File: config.mk
export PLATFORM = sky130hd
export DESIGN_NAME = mem_arbiter
export DESIGN_NICKNAME = d
export VERILOG_FILES = /design/src/rtl/mem_arb_pkg.sv /design/src/rtl/arb_watchdog.sv /design/src/rtl/mem_arbiter.sv
export SDC_FILE = /design/constraint.sdc
export NUM_CORES = 1
export LEC_CHECK = 0
export ABC_AREA = 1
export CORE_AREA = 2 2 120 122
export DETAILED_ROUTE_END_ITERATION = 6
export DIE_AREA = 0 0 122 124
export PLACE_DENSITY_LB_ADDON = 0.1
export SLEW_MARGIN = 30
export SYNTH_ARGS = -nofsm -noshare
export SYNTH_HDL_FRONTEND = slang
export SYNTH_HIERARCHICAL = 1
export SYNTH_SLANG_ARGS = --single-unit
File: constraint.sdc
create_clock -name clk -period 1.8 [get_ports clk]
set_input_delay 0.27 -clock clk [delete_from_list [all_inputs] [get_ports clk]]
set_output_delay 0.27 -clock clk [all_outputs]
set_load 0.05 [all_outputs]
File: src/rtl/mem_arb_pkg.sv
// Shared types and default constants for the unified memory-port arbiter.
// Pipeline stages import the status codes from here rather than using literals.
package mem_arb_pkg;

  typedef enum logic [1:0] {
    STAT_IDLE = 2'b00,
    STAT_PEND = 2'b01,
    STAT_DONE = 2'b10,
    STAT_ERR  = 2'b11
  } status_e;

  typedef enum logic [2:0] {
    ST_IDLE,
    ST_BUSY_I,
    ST_BUSY_D,
    ST_RESP_I,
    ST_RESP_D
  } arb_state_e;

  localparam int DEF_TIMEOUT      = 16;
  localparam int DEF_STARVE_LIMIT = 4;

  // Completion code for a finished transaction.
  function automatic status_e doneStatus(input logic isErr);
    status_e s;
    if (isErr) s = STAT_ERR;
    else       s = STAT_DONE;
    return s;
  endfunction

  // Status shown by a requester that is not currently being served.
  function automatic status_e pendIf(input logic req);
    status_e s;
    if (req) s = STAT_PEND;
    else     s = STAT_IDLE;
    return s;
  endfunction

endpackage

File: src/rtl/arb_watchdog.sv
// Saturating cycle counter used to abort memory transactions that never ack.
// o_expired rises once TIMEOUT-1 enabled cycles have been counted since clear.
module arb_watchdog #(
  parameter int TIMEOUT = 16
) (
  input  logic clk,
  input  logic rst,
  input  logic i_clear,
  input  logic i_enable,
  output logic o_expired
);

  localparam int W = (TIMEOUT > 2) ? $clog2(TIMEOUT) : 1;
  localparam logic [W-1:0] LAST = W'(TIMEOUT - 1);

  logic [W-1:0] r_cnt;

  // Count enabled cycles, holding at the last value; clear wins over enable.
  always_ff @(posedge clk) begin
    if (rst || i_clear) begin
      r_cnt <= '0;
    end else if (i_enable && (r_cnt != LAST)) begin
      r_cnt <= r_cnt + W'(1);
    end
  end

  assign o_expired = (r_cnt == LAST);

endmodule

File: src/rtl/mem_arbiter.sv
// Arbiter sharing one memory port between instruction fetch and data access.
// Data wins ties unless fetch has lost STARVE_LIMIT arbitrations in a row;
// a watchdog converts a missing m_ack into an error completion.
module mem_arbiter
  import mem_arb_pkg::*;
#(
  parameter int TIMEOUT      = DEF_TIMEOUT,
  parameter int STARVE_LIMIT = DEF_STARVE_LIMIT
) (
  input  logic        clk,
  input  logic        rst,
  input  logic        i_req,
  input  logic [31:0] i_addr,
  output logic [1:0]  i_status,
  output logic [31:0] i_rdata,
  input  logic        d_req,
  input  logic        d_we,
  input  logic [31:0] d_addr,
  input  logic [31:0] d_wdata,
  output logic [1:0]  d_status,
  output logic [31:0] d_rdata,
  output logic        m_req,
  output logic        m_we,
  output logic [31:0] m_addr,
  output logic [31:0] m_wdata,
  input  logic        m_ack,
  input  logic [31:0] m_rdata,
  input  logic        m_err
);

  localparam int SW = (STARVE_LIMIT > 0) ? $clog2(STARVE_LIMIT + 1) : 1;
  localparam logic [SW-1:0] STARVE_MAX = SW'(STARVE_LIMIT);

  arb_state_e    r_state;
  status_e       r_iStat;
  status_e       r_dStat;
  logic [31:0]   r_iRdata;
  logic [31:0]   r_dRdata;
  logic          r_mReq;
  logic          r_mWe;
  logic [31:0]   r_mAddr;
  logic [31:0]   r_mWdata;
  logic [SW-1:0] r_starveCnt;

  logic w_grantD;
  logic w_grantI;
  logic w_busy;
  logic w_expired;

  assign w_grantD = d_req && (!i_req || (r_starveCnt < STARVE_MAX));
  assign w_grantI = i_req && !w_grantD;
  assign w_busy   = (r_state == ST_BUSY_I) || (r_state == ST_BUSY_D);

  arb_watchdog #(
    .TIMEOUT (TIMEOUT)
  ) u_watchdog (
    .clk       (clk),
    .rst       (rst),
    .i_clear   (!w_busy),
    .i_enable  (w_busy),
    .o_expired (w_expired)
  );

  // Arbitration FSM with registered memory-port and status outputs.
  always_ff @(posedge clk) begin
    if (rst) begin
      r_state     <= ST_IDLE;
      r_iStat     <= STAT_IDLE;
      r_dStat     <= STAT_IDLE;
      r_iRdata    <= '0;
      r_dRdata    <= '0;
      r_mReq      <= 1'b0;
      r_mWe       <= 1'b0;
      r_mAddr     <= '0;
      r_mWdata    <= '0;
      r_starveCnt <= '0;
    end else begin
      case (r_state)
        ST_IDLE: begin
          r_iStat <= pendIf(i_req);
          r_dStat <= pendIf(d_req);
          if (w_grantD) begin
            r_state  <= ST_BUSY_D;
            r_mReq   <= 1'b1;
            r_mAddr  <= d_addr;
            r_mWe    <= d_we;
            r_mWdata <= d_wdata;
            if (i_req && (r_starveCnt != STARVE_MAX)) begin
              r_starveCnt <= r_starveCnt + SW'(1);
            end
          end else if (w_grantI) begin
            r_state     <= ST_BUSY_I;
            r_mReq      <= 1'b1;
            r_mAddr     <= i_addr;
            r_mWe       <= 1'b0;
            r_starveCnt <= '0;
          end
        end

        ST_BUSY_I: begin
          r_iStat <= STAT_PEND;
          r_dStat <= pendIf(d_req);
          if (m_ack) begin
            r_state  <= ST_RESP_I;
            r_mReq   <= 1'b0;
            r_iRdata <= m_rdata;
            r_iStat  <= doneStatus(m_err);
          end else if (w_expired) begin
            r_state <= ST_RESP_I;
            r_mReq  <= 1'b0;
            r_iStat <= STAT_ERR;
          end
        end

        ST_BUSY_D: begin
          r_dStat <= STAT_PEND;
          r_iStat <= pendIf(i_req);
          if (m_ack) begin
            r_state <= ST_RESP_D;
            r_mReq  <= 1'b0;
            if (!r_mWe) begin
              r_dRdata <= m_rdata;
            end
            r_dStat <= doneStatus(m_err);
          end else if (w_expired) begin
            r_state <= ST_RESP_D;
            r_mReq  <= 1'b0;
            r_dStat <= STAT_ERR;
          end
        end

        ST_RESP_I, ST_RESP_D: begin
          r_state <= ST_IDLE;
          r_iStat <= pendIf(i_req);
          r_dStat <= pendIf(d_req);
        end

        default: begin
          r_state <= ST_IDLE;
          r_mReq  <= 1'b0;
          r_iStat <= STAT_IDLE;
          r_dStat <= STAT_IDLE;
        end
      endcase
    end
  end

  assign i_status = r_iStat;
  assign d_status = r_dStat;
  assign i_rdata  = r_iRdata;
  assign d_rdata  = r_dRdata;
  assign m_req    = r_mReq;
  assign m_we     = r_mWe;
  assign m_addr   = r_mAddr;
  assign m_wdata  = r_mWdata;

endmodule

-- Yosys cells after proc, flatten, opt, wreduce, memory -nomap -nowiden
Cells that the tools add are included.
- add/sub/neg operators: 2
- order comparisons: 1
- equal/unequal tests: 12
- muxes and demuxes: 26
- bitwise gates (word level): 2
- reductions and logical operators: 23
- operator list (cell ; count):
    32-bit two-way mux ; 2
    3-bit two-way mux ; 9
    3-bit AND reduction ; 4
    1-bit two-way mux ; 9
    3-bit one-hot mux with 3 select lines ; 1
    2-bit one-hot mux with 2 select lines ; 2
    4-bit OR reduction ; 2
    3-bit by 2-bit equality test with 1-bit output (second input constant) ; 2
    3-bit by 2-bit inequality test with 1-bit output (second input constant) ; 2
    3-bit inequality test (second input constant) ; 2
    2-bit AND reduction ; 3
    4-bit by 1-bit adder with 4-bit output (second input constant) ; 1
    4-bit equality test (second input constant) ; 1
    1-bit logical AND ; 4
    2-bit two-way mux ; 2
    4-bit inequality test (second input constant) ; 1
    2-bit OR reduction ; 2
    3-bit by 1-bit adder with 3-bit output (second input constant) ; 1
    3-bit by 1-bit equality test with 1-bit output (second input constant) ; 1
    3-bit equality test (second input constant) ; 1
    1-bit logical NOT ; 3
    3-bit logical NOT ; 1
    1-bit logical OR ; 3
    3-bit less-than comparator (second input constant) ; 1
    other kinds (5) ; 6
- bits in registers: 144
- word-level logic and storage cells: 77

-- Longest topological paths before layout
Gate-level depths: netlist (run 1).
- depth after elaboration: 8
- gate-level depth with buffers: 11
- gate-level depth less buffers: 11

-- Modules after synthesis
Netlist (run 1), hierarchy kept.
- modules (own cells, without submodules) (module ; instances ; cells an instance ; area an instance (um^2)):
    mem_arbiter ; 1 ; 685 ; 5367.6
    arb_watchdog ; 1 ; 29 ; 200.2

-- Worst setup path before layout (run 1)
Ideal clock, no wire load.
- path type: reg2reg
- start point: reg r_mWe, in the netlist m_we
- end point: reg r_dRdata[2], in the netlist d_rdata[2]
- arrival: 1257 ps
- required time: 1735 ps
- setup slack: 478 ps
- stages on the path, launching flop included: 6
- period minus slack after synthesis: 1322 ps
- path through: dfxtp_1 > nor2_1 > nand2_2 > clkbuf_1 > o21ai_0 > nor2_1
- word-level cells in the longest chain between the ends: 2
- RTL lines (element ; line ; RTL):
    start: declaration ; mem_arbiter.sv:40 ; logic r_mWe;
    start signal: assignment ; mem_arbiter.sv:86 ; r_mWe <= d_we;
    1-bit inverter (no source line) ; - ;
    3-bit AND reduction (no source line) ; - ;
    end signal: assignment ; mem_arbiter.sv:122 ; r_dRdata <= m_rdata;
    end: declaration ; mem_arbiter.sv:38 ; logic [31:0] r_dRdata;
Every way passes these cells.
A chain may end at the register's enable or synchronous reset.

-- Final worst setup path (run 1)
- start point: reg u_watchdog.r_cnt[0]
- end point: reg r_state[0]
- word-level cells in the longest chain between the ends: 3
- elaborated cells on any way between the ends: 4
- classes of those cells: 3 x eq/ne; 1 x reduce/logical
- RTL lines (element ; line ; RTL):
    start: declaration ; arb_watchdog.sv:16 ; logic [W-1:0] r_cnt;
    start signal: assignment ; arb_watchdog.sv:23 ; r_cnt <= r_cnt + W'(1);
    4-bit equality test (*) ; arb_watchdog.sv:27 ; assign o_expired = (r_cnt == LAST);
    via w_expired ; mem_arbiter.sv:48 ; logic w_expired;
    3-bit by 2-bit inequality test with 1-bit output (no source line) ; - ;
    3-bit AND reduction (no source line) (*) ; - ;
    end signal: assignment ; mem_arbiter.sv:67 ; r_state <= ST_IDLE;
    end signal: assignment ; mem_arbiter.sv:83 ; r_state <= ST_BUSY_D;
    end signal: assignment ; mem_arbiter.sv:92 ; r_state <= ST_BUSY_I;
    end: declaration ; mem_arbiter.sv:34 ; arb_state_e r_state;
The timed path passes the listed nets; every way through them passes the cells marked *.

==> parameters.txt, run 1 <==
Parameter                              Value

Run status
  Run status    complete, no violations

Routing
  Wire length after detailed routing    17300 µm
  First-pass detailed-route iteration total    5
  Routed wirelength normalized by instance count    roughly 15 µm
  DRT antenna net count    0
  Ratio of routed vias to standard cells    around 5.0
  Detailed router's first-iteration violation count    371
  Number of vias after detailed routing    a little under 6000
  Detailed-route DRC error count    0

Worst setup path
  CP Cell Sequence    ha_1, nand3_2, inv_1, inv_1, nand2_1, inv_1, nand3_1, nand2_1, o21ai_0, inv_1
  Required time of the worst setup path    about 2.1 ns
  Top fanout value on the critical path    4
  Reg2reg path depth    10
  Critical path startpoint category    flip-flop
  Dominant cell type by count on the critical path    sky130_fd_sc_hd__inv_1
  Crit path capture type    flip-flop
  Largest incremental delay on the critical path    0.39 ns
  Critical path start-end classification    flip-flop to flip-flop
  Slowest cell on the critical path    sky130_fd_sc_hd__dfxtp_1
  Critical path data arrival time    around 1.9 ns

Global routing
  Maximum number of pins on one net before global-route repair    just under 70
  Remaining Overflow, GRT    0
  All-Layer GR Usage    between 20% and 30%
  Antenna violations before repair    0
  First-pass GRT wire length    between 20000 and 30000 µm
  Vias in the first global route    5606

Worst hold path
  Hold Crit Class    input port to flip-flop
  Cell depth of the worst hold path    3

Floorplan
  Count of pins on the block boundary    269
  Die W    122 µm
  FP Rows    43
  Die Footprint    between 15000 and 20000 µm²
  DIE HEIGHT    around 120 µm
  Core ar.    roughly 14000 µm²
  Initial cell density of the core    40.6%

Synth
  Share of the synthesized area in the top cell type    51.8%
  Avg Synthesized Cell Area    roughly 7.8 µm²
  Dominant cell by count in the synthesized netlist    sky130_fd_sc_hd__nor2_1
  Number of flops mapped to enable cells by yosys    0
  Fraction of the yosys area taken by sequential cells    51.8%
  Nets in the synthesized netlist    851
  Cell types occupying the most area after synthesis    sky130_fd_sc_hd__dfxtp_1, sky130_fd_sc_hd__nor2_1, sky130_fd_sc_hd__a21oi_1
  Most instantiated flip-flop cell in the synthesis netlist    sky130_fd_sc_hd__dfxtp_1
  Async S/R FF share, synth    0%
  Number of synthesized register bits    between 100 and 150
  Synth unique cells    26
  Yosys warning count    6
  Number of cells produced by synthesis    about 700
  Leading post-synthesis cells by instance count    sky130_fd_sc_hd__nor2_1, sky130_fd_sc_hd__dfxtp_1, sky130_fd_sc_hd__a21oi_1, sky130_fd_sc_hd__nand2_1, sky130_fd_sc_hd__o21ai_1
  Netlist area before placement    between 5000 and 6000 µm²
  Cell type with the highest aggregate area in the netlist    sky130_fd_sc_hd__dfxtp_1

Power and ir drop
  Part of the power in combinational logic    between 40 and 50%
  Share of power burned in the clock network    about 25%
  Power spent charging and discharging nets    ~0.0067 W
  Sw Share    44.0%
  Power Dens Cells    about 1700 nW/µm²
  P_int    0.00853 W
  Worst ir drop on vdd    0.000879 V
  Total power draw    ~0.015 W
  Sequential group share of total power    29.6%
  Pleak    3.97 nW

Placed design
  DP Area    8370 µm²
  RD Place Congestion    0.898
  Placed Cells incl. Taps    1131
  Estimated wirelength of the detail-placed design    12300 µm
  Count of port buffers added during placement    approximately 270

Clocking
  Sinks on the clock net    between 100 and 150
  Clock-pin slew on the worst setup and hold paths    around 0.060 ns
  Number of buffers added by the clock tree synthesis step    17
  Worst-case clock buffer depth    2
  CTS tree    done
  Clock Latency Late Sink    around 0.41 ns
  # H-tree levels    4
  Root buf cell    sky130_fd_sc_hd__clkbuf_16
  Post-CTS Setup Repair Bufs    0

Timing
  Final period demand of the worst path    about 1.6 ns
  Final Hold Violating Endpoints    0
  Setup violators final    0
  Slew at the pin closest to its max-slew limit    0.540 ns
  Final number of max-transition violations    0
  Final worst-path cycle share    87.9%
  Final clock skew    slightly below 0.008 ns
  Unrepaired setup endpoints after global routing    false
  Rel. slew slack    64.2%
  Fmax achieved    about 0.63 GHz

Cells and area
  Syn-to-layout area delta    59.3%
  Fillers    between 1000 and 1500
  Final standard cell utilization of the core    between 60% and 70%
  Cell area after layout    a little under 9000 µm²
  Count of nets after finishing    approximately 1100
  Non-filler instance count after layout    ~1200
  Share of layout cells above drive strength 1    a little under a tenth
  Ant. Diodes    0

Flow run
  Max-cap check violation count    0
## power groups by stage
| stage | combinational [W] | clock [W] | sequential [W] |
|---|---|---|---|
| floorplan | 0.00230 | 0 | 0.00728 |
| global placement | 0.00732 | 0 | 0.00455 |
| detailed placement | 0.00743 | 0 | 0.00458 |
| CTS | 0.00701 | 0.00382 | 0.00451 |
| global route | 0.00746 | 0.00398 | 0.00461 |
| finish | 0.00699 | 0.00376 | 0.00451 |
## sequential cells by signal (all words and copies together) (netlist names), 2 cells and up
| name | flops |
|---|---|
| i_status | 2 |
| m_addr | 32 |
| i_rdata | 32 |
| r_starveCnt | 3 |
| d_status | 2 |
| m_wdata | 32 |
| d_rdata | 32 |
| u_watchdog/r_cnt | 4 |
| r_state | 3 |
## through the flow
stage,hold slack [ns],TNS [ns],setup slack (ns)
3_5_place_dp,0.458,-0.0144,-0.0144
4_1_cts,0.400,0,0.206
5_1_grt,0.422,0,0.0784
6_report,0.414,0,0.218
2_1_floorplan,0.405,0,0.478
3_3_place_gp,0.449,0,0.0453
## routing by layer
metal	share of wire, %	track usage (%)	vias up	routed length (µm)
met5	0	0	-	0
met4	2.0	8.91	0	340
met3	7.4	5.95	26	1290
met2	49	38.5	223	8510
met1	41	26.0	2683	7130
li1	-	-	2886	-
## final timing paths
path / end / slack, ns / from
worst max-delay path: r_state[0] / 0.22 / u_watchdog/r_cnt[0]
worst min-delay path: m_we / 0.41 / d_we
worst max register to register: r_state[0] / 0.22 / u_watchdog/r_cnt[0]
worst min register to register: i_rdata[2] / 0.46 / i_rdata[2]
## cell type report
type	count	area, µm²	area share, %
multi-input cells	500	2320	26.1
flip-flops and latches	144	2880	32.5
clock inverters	9	154	1.73
inverters	20	75.1	0.846
repair buffers	287	2730	30.8
well taps	180	225	2.54
clock buffers	23	488	5.50
## worst max-delay path: cells and delay by family (launching register included)
| family | cells | cell delay [ns] |
|---|---|---|
| buffers and inverters | 4 | 0.25 |
| flip-flops | 1 | 0.39 |
| AO/OA/AOI/OAI | 1 | 0.16 |
| AND/OR/NAND/NOR | 4 | 0.42 |
| adder cells (fa/ha/maj) | 1 | 0.25 |
## cells in the final DEF (no fill, tap or decap), drive strengths merged, types with 4 or more instances in the layout
cell type,n
dlygate4sd2,111
nand2,87
inv,20
nand3,39
dfxtp,144
a21oi,104
nor2,150
buf,42
nor3,6
o21ai,107
clkdlybuf4s50,134
clkbuf,23
bufinv,4
## logic make-up after synthesis
group | after synthesis | share of synthesized area (%)
flip-flops | 144 | 51.8
AO/OA/AOI/OAI | 213 | 19.5
AND/OR/NAND/NOR | 285 | 21.7
buffers and inverters | 70 | 6.58
adder cells (fa/ha/maj) | 2 | 0.449
## repair_timing
action,CTS,global route
hold buffers,0,0
endpoints found under the setup margin,111,0
resized for setup,111,0
Power figures use the tool's default switching activity.
==> inputs of run 2 (changes only) <==
- CORE_AREA: 2 2 120 122 -> 2 2 126 128
- DIE_AREA: 0 0 122 124 -> 0 0 128 130
- SETUP_SLACK_MARGIN: default -> 0.02
- clock period: 1.8 -> 1.3 ns (I/O delays scaled with it)
==> parameters.txt, run 2 (synthesis gave the netlist of run 1 again) <==
Parameter                              Value

Run status
  Run status    finished with violations
  Violations in the final reports    setup timing

Floorplan
  Initial cell density of the core    between 30% and 40%
  FP Rows    46
  Die Footprint    ~17000 µm²
  Core ar.    roughly 15000 µm²
  Count of pins on the block boundary    roughly 270
  Die W    128 µm
  DIE HEIGHT    roughly 130 µm

Worst setup path
  Required time of the worst setup path    around 1.6 ns
  CP Cell Sequence    nor2_4, nand2_4, nor2_4, inv_2, buf_12, a21oi_1, a21oi_1
  Critical path start-end classification    flip-flop to flip-flop
  Critical path startpoint category    flip-flop
  Slowest cell on the critical path    sky130_fd_sc_hd__dfxtp_4
  Crit path capture type    flip-flop
  Number of buffers and inverters on the critical path    2
  Largest incremental delay on the critical path    about 0.37 ns
  Critical path data arrival time    ~1.7 ns
  Gate family responsible for the most delay along the worst path    simple AND/OR/NAND/NOR gates
  Top fanout value on the critical path    23

Routing
  Uppermost routed layer    met4
  Routed wirelength normalized by instance count    approximately 17 µm
  Wl on met1    between 8000 and 9000 µm
  Met2 routed wirelength    around 10000 µm
  Detailed router's first-iteration violation count    around 350
  DRT antenna net count    0
  Detailed-route DRC error count    0
  Wire length after detailed routing    20600 µm
  Number of vias after detailed routing    around 6100
  First-pass detailed-route iteration total    4
  Met3 wire len    approximately 1300 µm
  Ratio of routed vias to standard cells    roughly 5.0

Global routing
  Vias in the first global route    approximately 5600
  All-Layer GR Usage    a little over a fifth
  Maximum number of pins on one net before global-route repair    38
  Antenna violations before repair    0
  First-pass GRT wire length    28700 µm
  Remaining Overflow, GRT    0

Placed design
  Estimated wirelength of the detail-placed design    between 10000 and 15000 µm
  Count of port buffers added during placement    between 200 and 300
  RD Place Congestion    ~0.83
  DP Area    approximately 10000 µm²

Flow run
  Max-cap check violation count    0

Power and ir drop
  Worst ir drop on vdd    roughly 0.0014 V
  Total power draw    between 0.02 and 0.03 W
  Power Dens Cells    roughly 2300 nW/µm²
  Pleak    between 4 and 5 nW

Timing
  Rel. slew slack    roughly 76%
  Slew at the pin closest to its max-slew limit    around 0.36 ns
  Setup slack after layout    -0.0699 ns
  Final worst-path cycle share    105%
  Post-route setup TNS    -0.717 ns
  Unrepaired setup endpoints after global routing    true
  Final clock skew    between 0.008 and 0.009 ns
  Setup violators final    35
  Final number of max-transition violations    0
  Fmax achieved    around 0.73 GHz
  Final Hold Violating Endpoints    0
  Final period demand of the worst path    1.37 ns

Clocking
  Number of buffers added by the clock tree synthesis step    17
  # H-tree levels    4
  CTS tree    done
  Root buf cell    sky130_fd_sc_hd__clkbuf_16
  Sinks on the clock net    144
  Worst-case clock buffer depth    2
  Count of hold-fix buffers inserted at cts    0
  Clock-pin slew on the worst setup and hold paths    about 0.060 ns
  Clock Latency Late Sink    around 0.42 ns

Worst hold path
  Hold Crit Class    input port to flip-flop

Cells and area
  Share of layout cells above drive strength 1    between 30% and 40%
  Cell area after layout    ~12000 µm²
  Final standard cell utilization of the core    76.5%
  Most common library cell in the layout ignoring fill and taps    sky130_fd_sc_hd__buf_12
  Count of nets after finishing    about 1200
  Most frequent cells in the layout    sky130_fd_sc_hd__buf_12, sky130_fd_sc_hd__dfxtp_1, sky130_fd_sc_hd__clkdlybuf4s50_1
  Syn-to-layout area delta    112%
  Ant. Diodes    0
[run 2: cell types whose count changed in the layout (fill, tap and decap cells not counted), moves of 11 or more]
cell                            previous run  this run
sky130_fd_sc_hd__buf_6                     0        11
sky130_fd_sc_hd__nor2_4                    2        25
sky130_fd_sc_hd__nand2_1                  83        48
sky130_fd_sc_hd__a21oi_1                 104        55
sky130_fd_sc_hd__nand2_4                   2        34
sky130_fd_sc_hd__a21oi_2                   0        48
sky130_fd_sc_hd__dlygate4sd2_1           111         0
sky130_fd_sc_hd__o21ai_2                   0        11
sky130_fd_sc_hd__o21ai_0                  47        32
sky130_fd_sc_hd__buf_12                    8       147
sky130_fd_sc_hd__nor2_1                  147       116
[run 2: worst paths after layout]
check / from / to / slack, ns / cells after the start
hold reg to reg: r_starveCnt[1] / r_starveCnt[1] / 0.48 / 2
setup / recovery: r_state[0] / m_addr[19] / -0.07 / 7
hold / removal: d_addr[9] / m_addr[9] / 0.33 / 3
setup reg to reg: r_state[0] / m_addr[19] / -0.07 / 7
[run 2: layer usage]
layer,vias to the layer above,track usage [%]
met3,41,6.31
met2,224,35.7
met5,-,0
met4,0,7.69
li1,2979,-
met1,2895,27.5
[run 2: timing repair]
action                     4_1_cts  5_1_grt
resized for setup               29      209
buffers inserted                 4        4
setup endpoints to repair      133      142
gates cloned                     1       11
pin swaps                        5       13
[run 2: metrics by stage]
stage               setup slack (ns)  instances  hold WS, ns
CTS                          0.00691       1205        0.321
detailed placement            -0.365       1170        0.476
global route                  -0.166       1220        0.338
global placement              -0.301       1170        0.460
finish                       -0.0699       1220        0.331
floorplan                     0.0207        714        0.330
[run 2: layout make-up]
| cell class | count | area (µm²) |
|---|---|---|
| inverters | 20 | 87.6 |
| multi-input cells | 500 | 3070 |
| clock inverters | 5 | 100 |
| repair buffers | 333 | 4900 |
| clock buffers | 26 | 500 |
| fillers | 1022 | 3630 |
| well taps | 192 | 240 |
| flip-flops and latches | 144 | 2900 |
[run 2: worst min-delay path, cell delays in order]
cell                              delay, ns
sky130_fd_sc_hd__clkdlybuf4s50_1       0.39
sky130_fd_sc_hd__nand2_1               0.06
sky130_fd_sc_hd__a21oi_1               0.05
[run 2: where the power goes]
part / internal (W) / leakage [nW] / switching, W
logic: 0.00717 / 3.10 / 0.00802
registers: 0.00563 / 1.18 / 0.00135
clock network: 0.00322 / 0.294 / 0.00182
total: 0.0160 / 4.58 / 0.0112
==> inputs of run 3 (changes only) <==
- REMOVE_ABC_BUFFERS: default -> 1
==> parameters.txt, run 3 (synthesis gave the netlist of run 1 again) <==
Parameter                              Value

Worst hold path
  Hold Crit Class    input port to flip-flop

Routing
  Routed wirelength normalized by instance count    17.6 µm
  Number of vias after detailed routing    approximately 6300
  DRT antenna net count    0
  First-pass detailed-route iteration total    5
  Detailed-route DRC error count    0
  Wire length after detailed routing    21700 µm
  Detailed router's first-iteration violation count    298
  Ratio of routed vias to standard cells    between 5 and 6

Power and ir drop
  Worst ir drop on vdd    approximately 0.0013 V
  Power Dens Cells    2310 nW/µm²
  Pleak    around 4.7 nW
  Total power draw    approximately 0.028 W

Flow run
  Max-cap check violation count    0

Worst setup path
  Required time of the worst setup path    approximately 1.6 ns
  Crit path capture type    flip-flop
  Largest incremental delay on the critical path    ~0.36 ns
  Critical path start-end classification    flip-flop to flip-flop
  Dominant cell type by count on the critical path    sky130_fd_sc_hd__nor2_4
  Top fanout value on the critical path    16
  CP Cell Sequence    nor2_4, nand2_4, nor2_4, buf_4, clkbuf_16, o21ai_1, a21oi_1
  Slowest cell on the critical path    sky130_fd_sc_hd__dfxtp_4
  Critical path startpoint category    flip-flop
  Critical path data arrival time    1.74 ns

Clocking
  Worst-case clock buffer depth    2
  Clock-pin slew on the worst setup and hold paths    about 0.060 ns
  CTS tree    done
  Number of buffers added by the clock tree synthesis step    17
  Root buf cell    sky130_fd_sc_hd__clkbuf_16
  # H-tree levels    4
  Clock Latency Late Sink    approximately 0.42 ns
  Sinks on the clock net    144

Timing
  Hold_ws    0.330 ns
  Setup violators final    roughly 100
  Setup slack after layout    -0.0944 ns
  Final clock skew    0.00652 ns
  Rel. slew slack    78.5%
  Fmax achieved    roughly 0.7 GHz
  Final worst-path cycle share    107%
  Unrepaired setup endpoints after global routing    true
  Final number of max-transition violations    0
  Slew at the pin closest to its max-slew limit    around 0.32 ns
  Final period demand of the worst path    1.39 ns
  Final Hold Violating Endpoints    0
  Post-route setup TNS    -3.33 ns

Global routing
  Vias in the first global route    5743
  First-pass GRT wire length    between 20000 and 30000 µm
  Remaining Overflow, GRT    0
  All-Layer GR Usage    22.8%
  Antenna violations before repair    0
  Maximum number of pins on one net before global-route repair    between 40 and 50

Placed design
  RD Place Congestion    0.786
  Count of port buffers added during placement    roughly 270
  Worst slack at placement    -0.404 ns
  Estimated wirelength of the detail-placed design    about 14000 µm
  DP Area    10100 µm²

Floorplan
  Die W    128 µm
  Die Footprint    between 15000 and 20000 µm²
  Initial cell density of the core    between 30% and 40%
  Core ar.    ~15000 µm²
  Count of pins on the block boundary    roughly 270
  FP Rows    between 40 and 50
  DIE HEIGHT    130 µm

Cells and area
  Most frequent cells in the layout    sky130_fd_sc_hd__buf_12, sky130_fd_sc_hd__dfxtp_1, sky130_fd_sc_hd__clkdlybuf4s50_1
  Ant. Diodes    0
  Share of layout cells above drive strength 1    a little over two fifths
  Count of nets after finishing    1170
  Most common library cell in the layout ignoring fill and taps    sky130_fd_sc_hd__buf_12
  Storage element area    2900 µm²
  Cell area after layout    12000 µm²
  Fillers    approximately 980
  Multi-input gate area in the final layout    just over 3000 µm²
  Syn-to-layout area delta    115%

Run status
  Run status    finished with violations
  Violations in the final reports    setup timing
run 3: cell count changes in the layout (fill, tap and decap cells not counted), sizes merged:
cell      previous run  this run
buf                191       205
bufinv               3         2
clkbuf              34        29
clkinv               2        11
clkinvlp             0         2
inv                 20        19
run 3: critical path, delay by kind of cell, from the launching register on:
family	cells	cell delay, ns
buffers and inverters	2	0.32
flip-flops	1	0.36
AND/OR/NAND/NOR	3	0.42
AO/OA/AOI/OAI	2	0.20
run 3: layer usage:
metal  up-vias  GRT usage (%)  routed length [µm]
met5         -              0                   0
met4         0           10.3                 665
met3        43           8.61                1680
met2       243           37.8               11000
met1      2952           26.3                8360
li1       3030              -                   -
run 3: metrics by stage:
| stage | cells | util (%) |
|---|---|---|
| floorplan | 664 | - |
| global placement | 1181 | 65.6 |
| detailed placement | 1181 | 65.6 |
| CTS | 1218 | 70.6 |
| global route | 1238 | 77.7 |
| finish | 1238 | 77.7 |
run 3: timing repair:
item | in CTS | in global routing
gates cloned | 0 | 14
gates resized for setup | 55 | 225
buffers inserted | 5 | 6
setup endpoints to repair | 139 | 140
pin swaps | 9 | 32
hold buffers | 0 | 0
run 3: power breakdown:
group / internal (W) / switching (W)
combinational: 0.00767 / 0.00821
clock: 0.00282 / 0.00192
sequential: 0.00562 / 0.00142
total: 0.0161 / 0.0116
run 3: layout make-up:
cell class,instances,area share (%)
flip-flops and latches,144,24.2
multi-input cells,500,25.7
repair buffers,350,42.5
clock inverters,14,1.20
clock buffers,18,3.58
inverters,20,0.815
well taps,192,2.01
run 3: final timing paths:
path | startpoint | end | slack, ns | cells past startpoint
worst max register to register | r_state[1] | m_addr[12] | -0.09 | 7
worst max-delay path | r_state[1] | m_addr[12] | -0.09 | 7
worst min register to register | r_starveCnt[0] | r_starveCnt[0] | 0.48 | 2
worst min-delay path | d_we | m_we | 0.33 | 3
